--- src/rtl/adc_conv_arbiter.sv ---
// rtl/adc_conv_arbiter.sv - shares one ADC conversion engine between scanner (A) and host (B) requesters
// Optional macro ADC_ARB_RR_EN selects round-robin arbitration instead of fixed B-over-A priority.
module adc_conv_arbiter #(
    parameter int TIMEOUT_CYCLES = 65520,
    parameter int SETUP_CYCLES   = 1
) (
    input  logic       clk3p2M,
    input  logic       reset,
    input  logic       a_req,
    input  logic [4:0] a_chan,
    output logic       a_done,
    output logic [9:0] a_data,
    output logic       a_err,
    input  logic       b_req,
    input  logic [4:0] b_chan,
    output logic       b_done,
    output logic [9:0] b_data,
    output logic       b_err,
    output logic       busy,
    output logic       adc_go,
    output logic [3:0] adc_chan,
    output logic       adc_batt_sel,
    input  logic [9:0] adc_in,
    input  logic       adc_valid
);

    localparam int TW = $clog2(TIMEOUT_CYCLES + 1);
    localparam int SW = $clog2(SETUP_CYCLES + 1);

    typedef enum logic [2:0] {
        IDLE,
        SETUP,
        GO,
        WAIT,
        DONE
    } state_t;

    state_t        state;
    state_t        state_nxt;
    logic          owner_b;
    logic          owner_b_nxt;
    logic          last_owner_b;
    logic          grant_b;
    logic [4:0]    grant_chan;
    logic          grant_illegal;
    logic          req_any;
    logic          timeout_hit;
    logic          setup_last;
    logic [TW-1:0] to_cnt;
    logic [SW-1:0] setup_cnt;

    assign req_any = a_req | b_req;

`ifdef ADC_ARB_RR_EN
    // On a tie the port that was not served last wins, so host polling cannot starve the scanner.
    assign grant_b = b_req & (~a_req | ~last_owner_b);
`else
    logic unused_last_owner;
    assign unused_last_owner = last_owner_b;
    assign grant_b = b_req;
`endif

    assign grant_chan    = grant_b ? b_chan : a_chan;
    assign grant_illegal = (grant_chan > 5'd16);
    assign timeout_hit   = (to_cnt == TW'(TIMEOUT_CYCLES - 1));
    assign setup_last    = (setup_cnt == SW'(SETUP_CYCLES - 1));

    always_comb begin
        state_nxt   = state;
        owner_b_nxt = owner_b;
        case (state)
            IDLE: begin
                if (req_any) begin
                    owner_b_nxt = grant_b;
                    state_nxt   = grant_illegal ? DONE : SETUP;
                end
            end
            SETUP: begin
                if (setup_last) begin
                    state_nxt = GO;
                end
            end
            GO: begin
                state_nxt = WAIT;
            end
            WAIT: begin
                if (adc_valid || timeout_hit) begin
                    state_nxt = DONE;
                end
            end
            DONE: begin
                state_nxt = IDLE;
            end
            default: begin
                state_nxt = IDLE;
            end
        endcase
    end

    always_ff @(posedge clk3p2M) begin
        if (reset) begin
            state        <= IDLE;
            owner_b      <= 1'b0;
            last_owner_b <= 1'b1;
            to_cnt       <= '0;
            setup_cnt    <= '0;
            busy         <= 1'b0;
            adc_go       <= 1'b0;
            adc_chan     <= 4'd0;
            adc_batt_sel <= 1'b0;
            a_done       <= 1'b0;
            b_done       <= 1'b0;
            a_data       <= 10'd0;
            b_data       <= 10'd0;
            a_err        <= 1'b0;
            b_err        <= 1'b0;
        end else begin
            state   <= state_nxt;
            owner_b <= owner_b_nxt;

            // Status outputs are registered from the next state so they line up with the state register.
            busy   <= (state_nxt == SETUP) || (state_nxt == GO) || (state_nxt == WAIT);
            adc_go <= (state_nxt == GO);
            a_done <= (state_nxt == DONE) && !owner_b_nxt;
            b_done <= (state_nxt == DONE) && owner_b_nxt;

            if (state == SETUP && !setup_last) begin
                setup_cnt <= setup_cnt + SW'(1);
            end else begin
                setup_cnt <= '0;
            end

            if (state == WAIT) begin
                to_cnt <= to_cnt + TW'(1);
            end else begin
                to_cnt <= '0;
            end

            if (state == IDLE && req_any) begin
                if (grant_illegal) begin
                    if (grant_b) begin
                        b_data <= 10'd0;
                        b_err  <= 1'b1;
                    end else begin
                        a_data <= 10'd0;
                        a_err  <= 1'b1;
                    end
                end else begin
                    // Mux select stays put after the conversion until the next legal grant.
                    adc_chan     <= grant_chan[3:0];
                    adc_batt_sel <= grant_chan[4];
                end
            end

            if (state == WAIT) begin
                if (adc_valid) begin
                    if (owner_b) begin
                        b_data <= adc_in;
                        b_err  <= 1'b0;
                    end else begin
                        a_data <= adc_in;
                        a_err  <= 1'b0;
                    end
                end else if (timeout_hit) begin
                    if (owner_b) begin
                        b_err <= 1'b1;
                    end else begin
                        a_err <= 1'b1;
                    end
                end
            end

            if (state == DONE) begin
                last_owner_b <= owner_b;
            end
        end
    end

endmodule

--- config.mk ---
export PLATFORM = sky130hd
export DESIGN_NAME = adc_conv_arbiter
export DESIGN_NICKNAME = d
export VERILOG_FILES = /design/src/rtl/adc_conv_arbiter.sv
export SDC_FILE = /design/constraint.sdc
export NUM_CORES = 1
export LEC_CHECK = 0
export ABC_CLOCK_PERIOD_IN_PS = 2900
export CORE_MARGIN = 1.5
export CORE_UTILIZATION = 55
export CTS_BUF_LIST = sky130_fd_sc_hd__clkbuf_4 sky130_fd_sc_hd__clkbuf_8 sky130_fd_sc_hd__clkbuf_16
export DETAILED_ROUTE_END_ITERATION = 6
export DONT_BUFFER_PORTS = 1
export PLACE_DENSITY = 0.79
export SLEW_MARGIN = 10
export SYNTH_ARGS = -nofsm -noshare
export SYNTH_HDL_FRONTEND = slang
export SYNTH_SLANG_ARGS = --single-unit
--- constraint.sdc ---
create_clock -name clk3p2M -period 2.9 [get_ports clk3p2M]
set_input_delay 0.435 -clock clk3p2M [delete_from_list [all_inputs] [get_ports clk3p2M]]
set_output_delay 0.435 -clock clk3p2M [all_outputs]
set_load 0.02 [all_outputs]
==> results by group, run 1 <==
Power and ir drop
  – Power Density: 624.0 nW/um2
  – Worst VDD drop: 0.3411 mV
  – Leak: 0.0007798 uW

Clock network
  – CTS Sinks: 52
  – Worst-path clk slew: 100 ps
  – Post-CTS setup buffer count: 0
  – H-tree depth: 2
  – CTS root buffer: clkbuf_8
  – Total CTS buffers: 5
  – Worst-Skew Late Latency: 310 ps
  – Cts hold-fix bufs: 0
  – Clk buf depth: 2
  – CTS tree: yes
  – Post-CTS resize count: 0

Logic synthesis
  – Post-synthesis sequential area ratio: 0.4599
  – Synth Register Bits: 52
  – Mapped cell area: 2263 um2
  – Syn Nets: 273
  – Cells after Synth: 247
  – Yosys top cell area share: 0.4599
  – Post-synth EDFFs: 0
  – Syn_area_per_cell: 9.164 um2
  – Async S/R FF share, synth: 0
  – Cell taking the most area after synthesis: dfxtp_1
  – Synth top area cells: dfxtp_1 (46%), a21oi_1 (6.6%), nand3_1 (6.0%)
  – Synth warnings: 0
  – Main synth FF type: dfxtp_1
  – Number of library cell types mapped by synthesis: 52

Route
  – TritonRoute pass-1 iters: 4
  – Via count: 1747
  – Post-route DRC: 0
  – Wirelength per Cell: 15.52 um
  – DRT antenna net count: 0
  – Detailed Route WL: 4.515 mm
  – Iteration-0 DRC count of the detailed router: 101
  – DR vias/cell: 6.003

Status
  – Status: finished, final reports clean

Run
  – Max-capacitance violation count: 0

Critical path
  – CP Class: reg2reg
  – RR Startpoint: state[1]$_SDFF_PP0_
  – Crit path DAT: 2080 ps
  – Critical-path maximum fanout: 11
  – Reg2Reg Setup Slack: 1070 ps
  – Worst r2r dst: a_data[7]$_SDFF_PP0_
  – WP data required: 3150 ps
  – CP cell instances: and3b_1, nor3b_2, nand2_1, a21oi_1
  – Slowest library cell on the worst path: nor3b_2
  – Worst setup SP type: register
  – Crit. End Element: register
  – Worst path top cell family by delay: simple AND/OR/NAND/NOR gates
  – Crit path largest cell delay: 640 ps
  – Bufs and invs on worst path: 0
  – Reg2Reg Depth: 4

Global route
  – Total GRT Usage: 0.2087
  – Congestion Overflow GR: 0
  – Vias in the first global route: 1661
  – Initial antenna violation count: 0
  – Largest net degree at the start of global routing: 37
  – Global-route wire length before repair: 7.127 mm

STA
  – Period utilisation layout: 0.6309
  – Slew Viols, Final: 0
  – Worst-Margin Slew: 681.7 ps
  – Setup TNS Final: 0 ps
  – Crit path time final: 1830 ps
  – FMAX: 0.5466 GHz
  – Final Hold Viols: 0
  – RSZ-0062 raised after global routing: false
  – Slew margin rel.: 0.5436
  – # setup viols final: 0
  – Clk_skew: 9.164 ps

Floorplan
  – Starting Density: 0.5699
  – Die Ht: 67.15 um
  – Top Ports: 56
  – Core area: 3971 um2
  – Die X: 67.15 um
  – Die ar.: 4509 um2
  – Cell Rows: 23

Final layout
  – Synth-to-Final Area Change: 4.201%
  – Nets: 266
  – Ant. Diodes: 0
  – Final non-filler cell total: 291
  – Fillcell total: 355
  – Most frequent cells in the layout: dfxtp_1 (52), a21oi_1 (30), nand3_1 (27)
  – Ratio of cells with drive above 1 in the final layout: 0.09544
  – Commonest non-fill, non-tap cell in the layout: dfxtp_1

Hold path
  – HP Start: reset
  – Worst Hold Class: in2reg
  – Hold Path End: b_data[0]$_SDFF_PP0_
  – Hold Path Depth: 1

Placed design
  – Placed cell count: 283
  – PortBufs: 0
  – Dpl hpwl: 3.165 mm
  – Routability congestion estimate: 0.7335
==> cell type report <==
type	count	area [um2]	area share
multi-input cells	175	1111	0.4711
clock buffers	6	82.58	0.03501
flip-flops and latches	52	1041	0.4414
clock inverters	2	38.79	0.01645
inverters	6	22.52	0.009549
well taps	50	62.56	0.02653
==> cells by family (layout without fill, tap and decap cells) <==
kind of cell | after synthesis | count (layout) | share of synthesized area
compound gates | 49 | 49 | 0.1376
xor+xnor | 11 | 11 | 0.04257
fa+ha+maj | 1 | 1 | 0.005527
buf+inv | 20 | 14 | 0.04919
flops | 52 | 52 | 0.4599
mux | 4 | 4 | 0.01769
other cells | 1 | 1 | 0.001657
simple gates | 109 | 109 | 0.2858
==> through the flow <==
step / setup slack (ps) / power (uW) / hold slack, ps / instance area (um2) / util
floorplan: 1276 / 952.8 / 426.1 / 2263 / -
global placement: 1175 / 957.6 / 443.2 / 2237 / 0.5633
detailed placement: 1059 / 962.7 / 452.4 / 2237 / 0.5633
CTS: 1039 / 1486 / 175.4 / 2359 / 0.5939
global route: 846.0 / 1535 / 171.3 / 2359 / 0.5939
finish: 1070 / 1472 / 188.9 / 2359 / 0.5939
==> layer usage <==
| layer | GRT usage | vias to the layer above | wire [um] |
|---|---|---|---|
| met4 | 0.08418 | 0 | 49 |
| li1 | - | 869 | - |
| met1 | 0.2395 | 828 | 1884 |
| met2 | 0.3527 | 45 | 2264 |
| met3 | 0.07500 | 5 | 316 |
| met5 | 0 | - | 0 |
==> cells in the mapped netlist, drive strengths merged (2+ instances only) <==
cell and instances:
or3b 2, nor3 2, nand2 26, buf 9, nor3b 2, a22oi 2
xnor2 2, nor2 17, a311oi 7, mux2i 4, nand2b 3, xor2 9
a21oi 30, clkbuf 5, nand4 7, dfxtp 52, or3 3, and4 5
nand3b 3, nand3 27, inv 6, nor4 3, o21ai 3
==> sequential cells by signal (all words and copies together), names as in the netlist <==
name,count
busy,1
owner_b,1
b_err,1
state,3
adc_chan,4
b_data,10
a_err,1
to_cnt,16
a_done,1
adc_go,1
adc_batt_sel,1
b_done,1
setup_cnt,1
a_data,10
==> report_power, final <==
part | internal [uW] | switching [uW]
logic | 63.6 | 75.6
registers | 748 | 59.3
clock network | 282 | 243
==> worst register-to-register path, delay by kind of cell (launching register included) <==
| kind | cells | cell delay, ps |
|---|---|---|
| simple gates | 3 | 1140 |
| compound gates | 1 | 140 |
| flops | 1 | 480 |
==> how the worst max path moves through the flow <==
stage | from | endpoint | slack (ps) | depth (start not counted)
2_1_floorplan | b_req | a_data[0]$_SDFF_PP0_ | 1280 | 6
3_3_place_gp | state[1]$_SDFF_PP0_ | a_data[1]$_SDFF_PP0_ | 1180 | 4
3_5_place_dp | state[1]$_SDFF_PP0_ | a_data[7]$_SDFF_PP0_ | 1060 | 4
4_1_cts | state[1]$_SDFF_PP0_ | a_data[7]$_SDFF_PP0_ | 1040 | 4
5_1_grt | state[1]$_SDFF_PP0_ | a_data[2]$_SDFF_PP0_ | 850 | 4
6_report | state[1]$_SDFF_PP0_ | a_data[7]$_SDFF_PP0_ | 1070 | 4
(Power assumes the default switching activity.)
==> run 2: changes to the inputs <==
Settings changed: ABC_CLOCK_PERIOD_IN_PS 2900 to 1500, PLACE_DENSITY 0.79 to 0.82.
Clock period 2.9 ns to 1.5 ns, I/O delays scaled along.
==> run 2 against run 1 <==
  * Global-route usage shrank 0.44 points
  * Clock skew rose by 2.3 ps
  * Count of clock-buffer cells in the layout is 1 lower
  * Final cell count is 7.2% higher
  * Worst setup slack worse by 1100 ps
  * Wire length up 4.0%
  * Hold slack worse by 160 ps
  * Power rose by 86%
==> results by group, run 2 (synthesis gave the netlist of run 1 again) <==
Route
  – Wirelength per Cell: 15.05 um (was 15.52 um)
  – Iteration-0 DRC count of the detailed router: 98 (was 101)
  – DR top layer: met4 (unchanged)
  – Detailed Route WL: 4.695 mm (was 4.515 mm)
  – DR vias/cell: 5.926 (was 6.003)
  – WL met1: 1.853 mm (was 1.884 mm)
  – Post-route DRC: 0 (unchanged)
  – TritonRoute pass-1 iters: 4 (unchanged)
  – DR WL met3: 394 um (was 316 um)
  – Via count: 1849 (was 1747)
  – DRT antenna net count: 0 (unchanged)
  – WL met2: 2.341 mm (was 2.264 mm)

Placed design
  – Dpl hpwl: 3.288 mm (was 3.165 mm)
  – Post-DP Area: 2392 um2 (was 2237 um2)
  – Routability congestion estimate: 0.8287 (was 0.7335)
  – PortBufs: 0 (unchanged)

Critical path
  – Reg2Reg Depth: 5 (was 4)
  – Critical-path maximum fanout: 5 (was 11)
  – Crit. End Element: register (unchanged)
  – Crit path DAT: 1740 ps (was 2080 ps)
  – WP data required: 1750 ps (was 3150 ps)
  – Worst setup SP type: register (unchanged)
  – CP Class: reg2reg (unchanged)

Global route
  – Total GRT Usage: 0.2043 (was 0.2087)
  – Congestion Overflow GR: 0 (unchanged)
  – Global-route wire length before repair: 6.982 mm (was 7.127 mm)
  – Initial antenna violation count: 0 (unchanged)
  – Largest net degree at the start of global routing: 34 (was 37)
  – Vias in the first global route: 1680 (was 1661)

Hold path
  – Hold Path Depth: 2 (was 1)
  – Worst Hold Class: in2reg (unchanged)

STA
  – Period utilisation layout: 0.9962 (was 0.6309)
  – RSZ-0062 raised after global routing: true (was false)
  – Crit path time final: 1494 ps (was 1830 ps)
  – Clk_skew: 11.43 ps (was 9.164 ps)
  – FMAX: 0.6692 GHz (was 0.5466 GHz)
  – Slew Viols, Final: 0 (unchanged)
  – Final Hold Viols: 0 (unchanged)
  – # setup viols final: 0 (unchanged)
  – Final hold slack: 31.09 ps (was 188.9 ps)

Final layout
  – Most frequent cells in the layout: dfxtp_1 (43), a21oi_1 (29), nand2_1 (26) (was dfxtp_1 (52), a21oi_1 (30), nand3_1 (27))
  – Commonest non-fill, non-tap cell in the layout: dfxtp_1 (unchanged)
  – Fin area: 2561 um2 (was 2359 um2)
  – Biggest regs: to_cnt (16), a_data (10), b_data (10) (unchanged)
  – Synth-to-Final Area Change: 13.16% (was 4.201%)
  – Ant. Diodes: 0 (unchanged)
  – Ratio of cells with drive above 1 in the final layout: 0.2405 (was 0.09544)
  – Number of flip-flops in the largest register: 16 (unchanged)
  – Register with the most flip-flops: to_cnt (unchanged)
  – Nets: 287 (was 266)

Clock network
  – Total CTS buffers: 5 (unchanged)
  – Worst-Skew Late Latency: 310 ps (about the same)
  – H-tree depth: 2 (unchanged)
  – Worst-path clk slew: 100 ps (about the same)
  – Clk buf depth: 2 (unchanged)
  – CTS Sinks: 52 (unchanged)
  – CTS root buffer: clkbuf_8 (unchanged)
  – CTS tree: yes (unchanged)

Power and ir drop
  – Leak: 0.0008896 uW (was 0.0007798 uW)
  – Worst VDD drop: 0.6653 mV (was 0.3411 mV)
  – Part of the power in the clock network: 0.294 (was 0.357)
  – Power Density: 1067 nW/um2 (was 624.0 nW/um2)
  – Internal power: 1967 uW (was 1094 uW)
  – Sequential power share: 0.571 (was 0.548)
  – Net switching power figure: 765.9 uW (was 378.0 uW)
  – Sw frac: 0.2802 (was 0.2569)
  – Combinational power share: 0.135 (was 0.095)

Floorplan
  – Starting Density: 0.5699 (unchanged)
  – Die Ht: 67.15 um (unchanged)
  – Cell Rows: 23 (unchanged)
  – Core area: 3971 um2 (unchanged)
  – Top Ports: 56 (unchanged)
  – Die ar.: 4509 um2 (unchanged)
  – Die X: 67.15 um (unchanged)

Status
  – Status: finished, final reports clean (unchanged)

Run
  – Max-capacitance violation count: 0 (unchanged)
-- run 2: area by class of cell --
class,instances,area (um2)
Fill cell,320,1410
Multi-Input combinational cell,175,1150
Sequential cell,52,1052
Timing Repair Buffer,21,182.7
Clock buffer,5,68.82
Tap cell,50,62.56
Clock inverter,3,22.52
Inverter,6,22.52
-- run 2: path summary, 6_finish.rpt --
path | startpoint | slack (ps) | endpoint
min | adc_in[3] | 30 | a_data[3]$_SDFF_PP0_
max | state[1]$_SDFF_PP0_ | 6 | adc_go$_SDFF_PP0_
min reg2reg | to_cnt[13]$_SDFF_PP0_ | 490 | to_cnt[13]$_SDFF_PP0_
max reg2reg | state[1]$_SDFF_PP0_ | 6 | adc_go$_SDFF_PP0_
-- run 2: per-stage QoR --
| stage | total power (uW) | setup WS (ps) | util | setup TNS (ps) | cells |
|---|---|---|---|---|---|
| 3_3_place_gp | 1899 | 2.551 | 0.6024 | 0 | 302 |
| 2_1_floorplan | 1842 | 44.13 | - | 0 | 247 |
| 6_report | 2733 | 5.761 | 0.6449 | 0 | 312 |
| 3_5_place_dp | 1907 | -44.59 | 0.6024 | -411.8 | 302 |
| 4_1_cts | 2722 | 2.322 | 0.6336 | 0 | 311 |
| 5_1_grt | 2843 | -86.49 | 0.6449 | -514.5 | 312 |
-- run 2: critical path: stages (launching register included) --
cell and delay (ps):
dfxtp_1 350, buf_4 160, or3b_1 400, a21oi_2 180, nor2b_1 130, and4_1 210
-- run 2: routing by layer --
layer,track usage,up-vias
li1,-,910
met1,0.2221,861
met2,0.3527,69
met3,0.06500,9
met4,0.1097,0
met5,0,-
-- run 2: power groups by stage --
stage               clock network [uW]  logic (uW)  registers, uW
detailed placement                   0         317           1590
global placement                     0         308           1590
global route                       867         403           1570
CTS                                823         337           1560
finish                             803         369           1560
floorplan                            0         264           1580
-- run 2: timing repair --
action	in CTS	in global routing
pin swaps	2	5
gates resized for setup	4	17
endpoints found under the setup margin	18	40
buffers inserted	0	1
hold endpoints to repair	33	0
hold buffers	1	0
==> run 3: changes to the inputs <==
Settings changed: HOLD_SLACK_MARGIN set to 0.08.
==> run 3 against run 2 <==
  * The run now ends with negative setup slack left
  * Worst setup slack lost 46 ps
  * Sequential cell count is the same
  * Clock skew grew 5.6 ps
  * Global-route usage grew 1.2 points
  * Cell area grew 9.5%
  * Hold slack gained 61 ps
  * Combinational power grew 18%
  * Clock power grew 2%
  * Final cell count grew 3.8%
  * Power grew 3.2%
==> results by group, run 3 (synthesis gave the netlist of run 1 again) <==
Status
  – Status: finished, violations left (was finished, final reports clean)
  – Failing checks: negative setup slack

Critical path
  – RR Startpoint: state[0]$_SDFF_PP0_ (was state[1]$_SDFF_PP0_)
  – CP Class: reg2reg (unchanged)
  – WP data required: 1710 ps (was 1750 ps)
  – Slowest library cell on the worst path: or4b_4 (was or3b_1)
  – Worst path top cell family by delay: simple AND/OR/NAND/NOR gates (unchanged)
  – Critical-path maximum fanout: 6 (was 5)
  – CP cell instances: nor3_4, or4b_4, nand3_1, a21oi_1 (was buf_4, or3b_1, a21oi_2, nor2b_1, and4_1)
  – Crit path DAT: 1750 ps (was 1740 ps)
  – Crit path largest cell delay: 580 ps (was 400 ps)
  – Worst setup SP type: register (unchanged)
  – Worst path depth: 4 (was 5)
  – CP Launch Point: state[0]$_SDFF_PP0_ (was state[1]$_SDFF_PP0_)
  – Worst r2r dst: a_data[4]$_SDFF_PP0_ (was adc_go$_SDFF_PP0_)
  – Bufs and invs on worst path: 0 (was 1)
  – Reg2Reg Setup Slack: -40 ps (was 6 ps)
  – Crit. End Element: register (unchanged)
  – Critical Path End: a_data[4]$_SDFF_PP0_ (was adc_go$_SDFF_PP0_)
  – Reg2Reg Depth: 4 (was 5)

Final layout
  – Ant. Diodes: 0 (unchanged)
  – Sequential cell area: 1055 um2 (was 1052 um2)
  – Synth-to-Final Area Change: 23.88% (was 13.16%)
  – Nets: 299 (was 287)
  – Fin area: 2804 um2 (was 2561 um2)
  – Ratio of cells with drive above 1 in the final layout: 0.3285 (was 0.2405)
  – Number of flip-flops in the largest register: 16 (unchanged)
  – Register with the most flip-flops: to_cnt (unchanged)
  – Biggest regs: to_cnt (16), a_data (10), b_data (10) (unchanged)
  – Most frequent cells in the layout: dfxtp_1 (43), nand2_1 (26), a21oi_1 (18), buf_4 (18), nor2_1 (17) (was dfxtp_1 (43), a21oi_1 (29), nand2_1 (26))
  – Fillcell total: 274 (was 320)
  – Commonest non-fill, non-tap cell in the layout: dfxtp_1 (unchanged)
  – Area of the multi-input gates: 1275 um2 (was 1150 um2)

Floorplan
  – Die Ht: 67.15 um (unchanged)
  – Top Ports: 56 (unchanged)
  – Core area: 3971 um2 (unchanged)
  – Die ar.: 4509 um2 (unchanged)
  – Cell Rows: 23 (unchanged)
  – Die X: 67.15 um (unchanged)
  – Starting Density: 0.5699 (unchanged)

Power and ir drop
  – Power Density: 1006 nW/um2 (was 1067 nW/um2)
  – Worst VDD drop: 0.7085 mV (was 0.6653 mV)
  – Leak: 0.0009486 uW (was 0.0008896 uW)
  – Pwr Total: 2822 uW (was 2733 uW)
  – Net switching power figure: 820.1 uW (was 765.9 uW)
  – Combinational power share: 0.155 (was 0.135)
  – Sw frac: 0.2906 (was 0.2802)
  – Sequential power share: 0.554 (was 0.571)
  – Internal power: 2001 uW (was 1967 uW)
  – Part of the power in the clock network: 0.291 (was 0.294)

STA
  – Final Hold Viols: 0 (unchanged)
  – Clk_skew: 17.06 ps (was 11.43 ps)
  – Period utilisation layout: 1.027 (was 0.9962)
  – Slew Viols, Final: 0 (unchanged)
  – FMAX: 0.6491 GHz (was 0.6692 GHz)
  – RSZ-0062 raised after global routing: true (unchanged)
  – Crit path time final: 1541 ps (was 1494 ps)
  – # setup viols final: 4 (was 0)
  – Setup TNS Final: -78.66 ps (was 0 ps)
  – Final hold slack: 91.70 ps (was 31.09 ps)
  – Final worst setup slack: -40.70 ps (was 5.761 ps)

Clock network
  – Worst-path clk slew: 100 ps (about the same)
  – Total CTS buffers: 5 (unchanged)
  – CTS root buffer: clkbuf_8 (unchanged)
  – Worst-Skew Late Latency: 320 ps (was 310 ps)
  – CTS tree: yes (unchanged)
  – CTS Sinks: 52 (unchanged)
  – Clk buf depth: 2 (unchanged)
  – H-tree depth: 2 (unchanged)

Placed design
  – Post-DP Area: 2392 um2 (unchanged)
  – PortBufs: 0 (unchanged)
  – Routability congestion estimate: 0.8287 (unchanged)
  – Dpl hpwl: 3.288 mm (unchanged)

Route
  – Via count: 1982 (was 1849)
  – Iteration-0 DRC count of the detailed router: 146 (was 98)
  – DR vias/cell: 6.117 (was 5.926)
  – Wirelength per Cell: 17.79 um (was 15.05 um)
  – Detailed Route WL: 5.765 mm (was 4.695 mm)
  – DRT antenna net count: 0 (unchanged)
  – TritonRoute pass-1 iters: 4 (unchanged)
  – Post-route DRC: 0 (unchanged)

Run
  – Max-capacitance violation count: 0 (unchanged)

Global route
  – Global-route wire length before repair: 7.369 mm (was 6.982 mm)
  – Total GRT Usage: 0.2163 (was 0.2043)
  – Initial antenna violation count: 0 (unchanged)
  – Largest net degree at the start of global routing: 34 (unchanged)
  – Congestion Overflow GR: 0 (unchanged)
  – Vias in the first global route: 1746 (was 1680)

Hold path
  – Worst Hold Class: in2reg (unchanged)
-- run 3: how the worst min path moves through the flow --
stage                           endpoint  cells after the start  startpoint
finish                   busy$_SDFF_PP0_                      2       reset
global route             busy$_SDFF_PP0_                      2       reset
CTS                      busy$_SDFF_PP0_                      2       reset
detailed placement      a_err$_SDFF_PP0_                      1       reset
global placement        a_err$_SDFF_PP0_                      1       reset
floorplan           a_data[0]$_SDFF_PP0_                      2   adc_in[0]
-- run 3: timing repair --
| item | 4_1_cts | 5_1_grt |
|---|---|---|
| hold buffers | 11 | 0 |
| resized for setup | 4 | 47 |
| cloned | 0 | 2 |
| pin swaps | 2 | 17 |
| endpoints found under the hold margin | 33 | 0 |
| buffers inserted | 0 | 1 |
| endpoints found under the setup margin | 18 | 40 |
-- run 3: layout make-up --
| cell class | count | share of cell area |
|---|---|---|
| repair buffers | 32 | 0.1062 |
| well taps | 50 | 0.02231 |
| flip-flops and latches | 52 | 0.3762 |
| inverters | 6 | 0.008032 |
| multi-input cells | 176 | 0.4547 |
| clock inverters | 3 | 0.008032 |
| clock buffers | 5 | 0.02454 |
-- run 3: stage by stage --
stage,worst slack (ps),util,cells
floorplan,44.13,-,247
global placement,2.551,0.6024,302
detailed placement,-44.59,0.6024,302
CTS,2.322,0.6588,321
global route,-97.47,0.7060,324
finish,-40.70,0.7060,324
-- run 3: layer usage --
metal / vias up / share of wire / track usage
met5: - / 0 / 0
met4: 0 / 0.026 / 0.1148
met3: 14 / 0.074 / 0.06167
met2: 80 / 0.50 / 0.3762
met1: 949 / 0.40 / 0.2377
li1: 939 / - / -
-- run 3: worst reg2reg max path: cells and delay by family, from the launching register on --
| kind | cells | cell delay, ps |
|---|---|---|
| AND/OR/NAND/NOR | 3 | 980 |
| AO/OA/AOI/OAI | 1 | 100 |
| flip-flops | 1 | 370 |
-- run 3: power groups by stage --
stage	Clock, uW	Sequential, uW	Combinational (uW)
5_1_grt	877	1580	475
3_5_place_dp	0	1590	317
6_report	820	1560	437
2_1_floorplan	0	1580	264
3_3_place_gp	0	1590	308
4_1_cts	823	1560	363
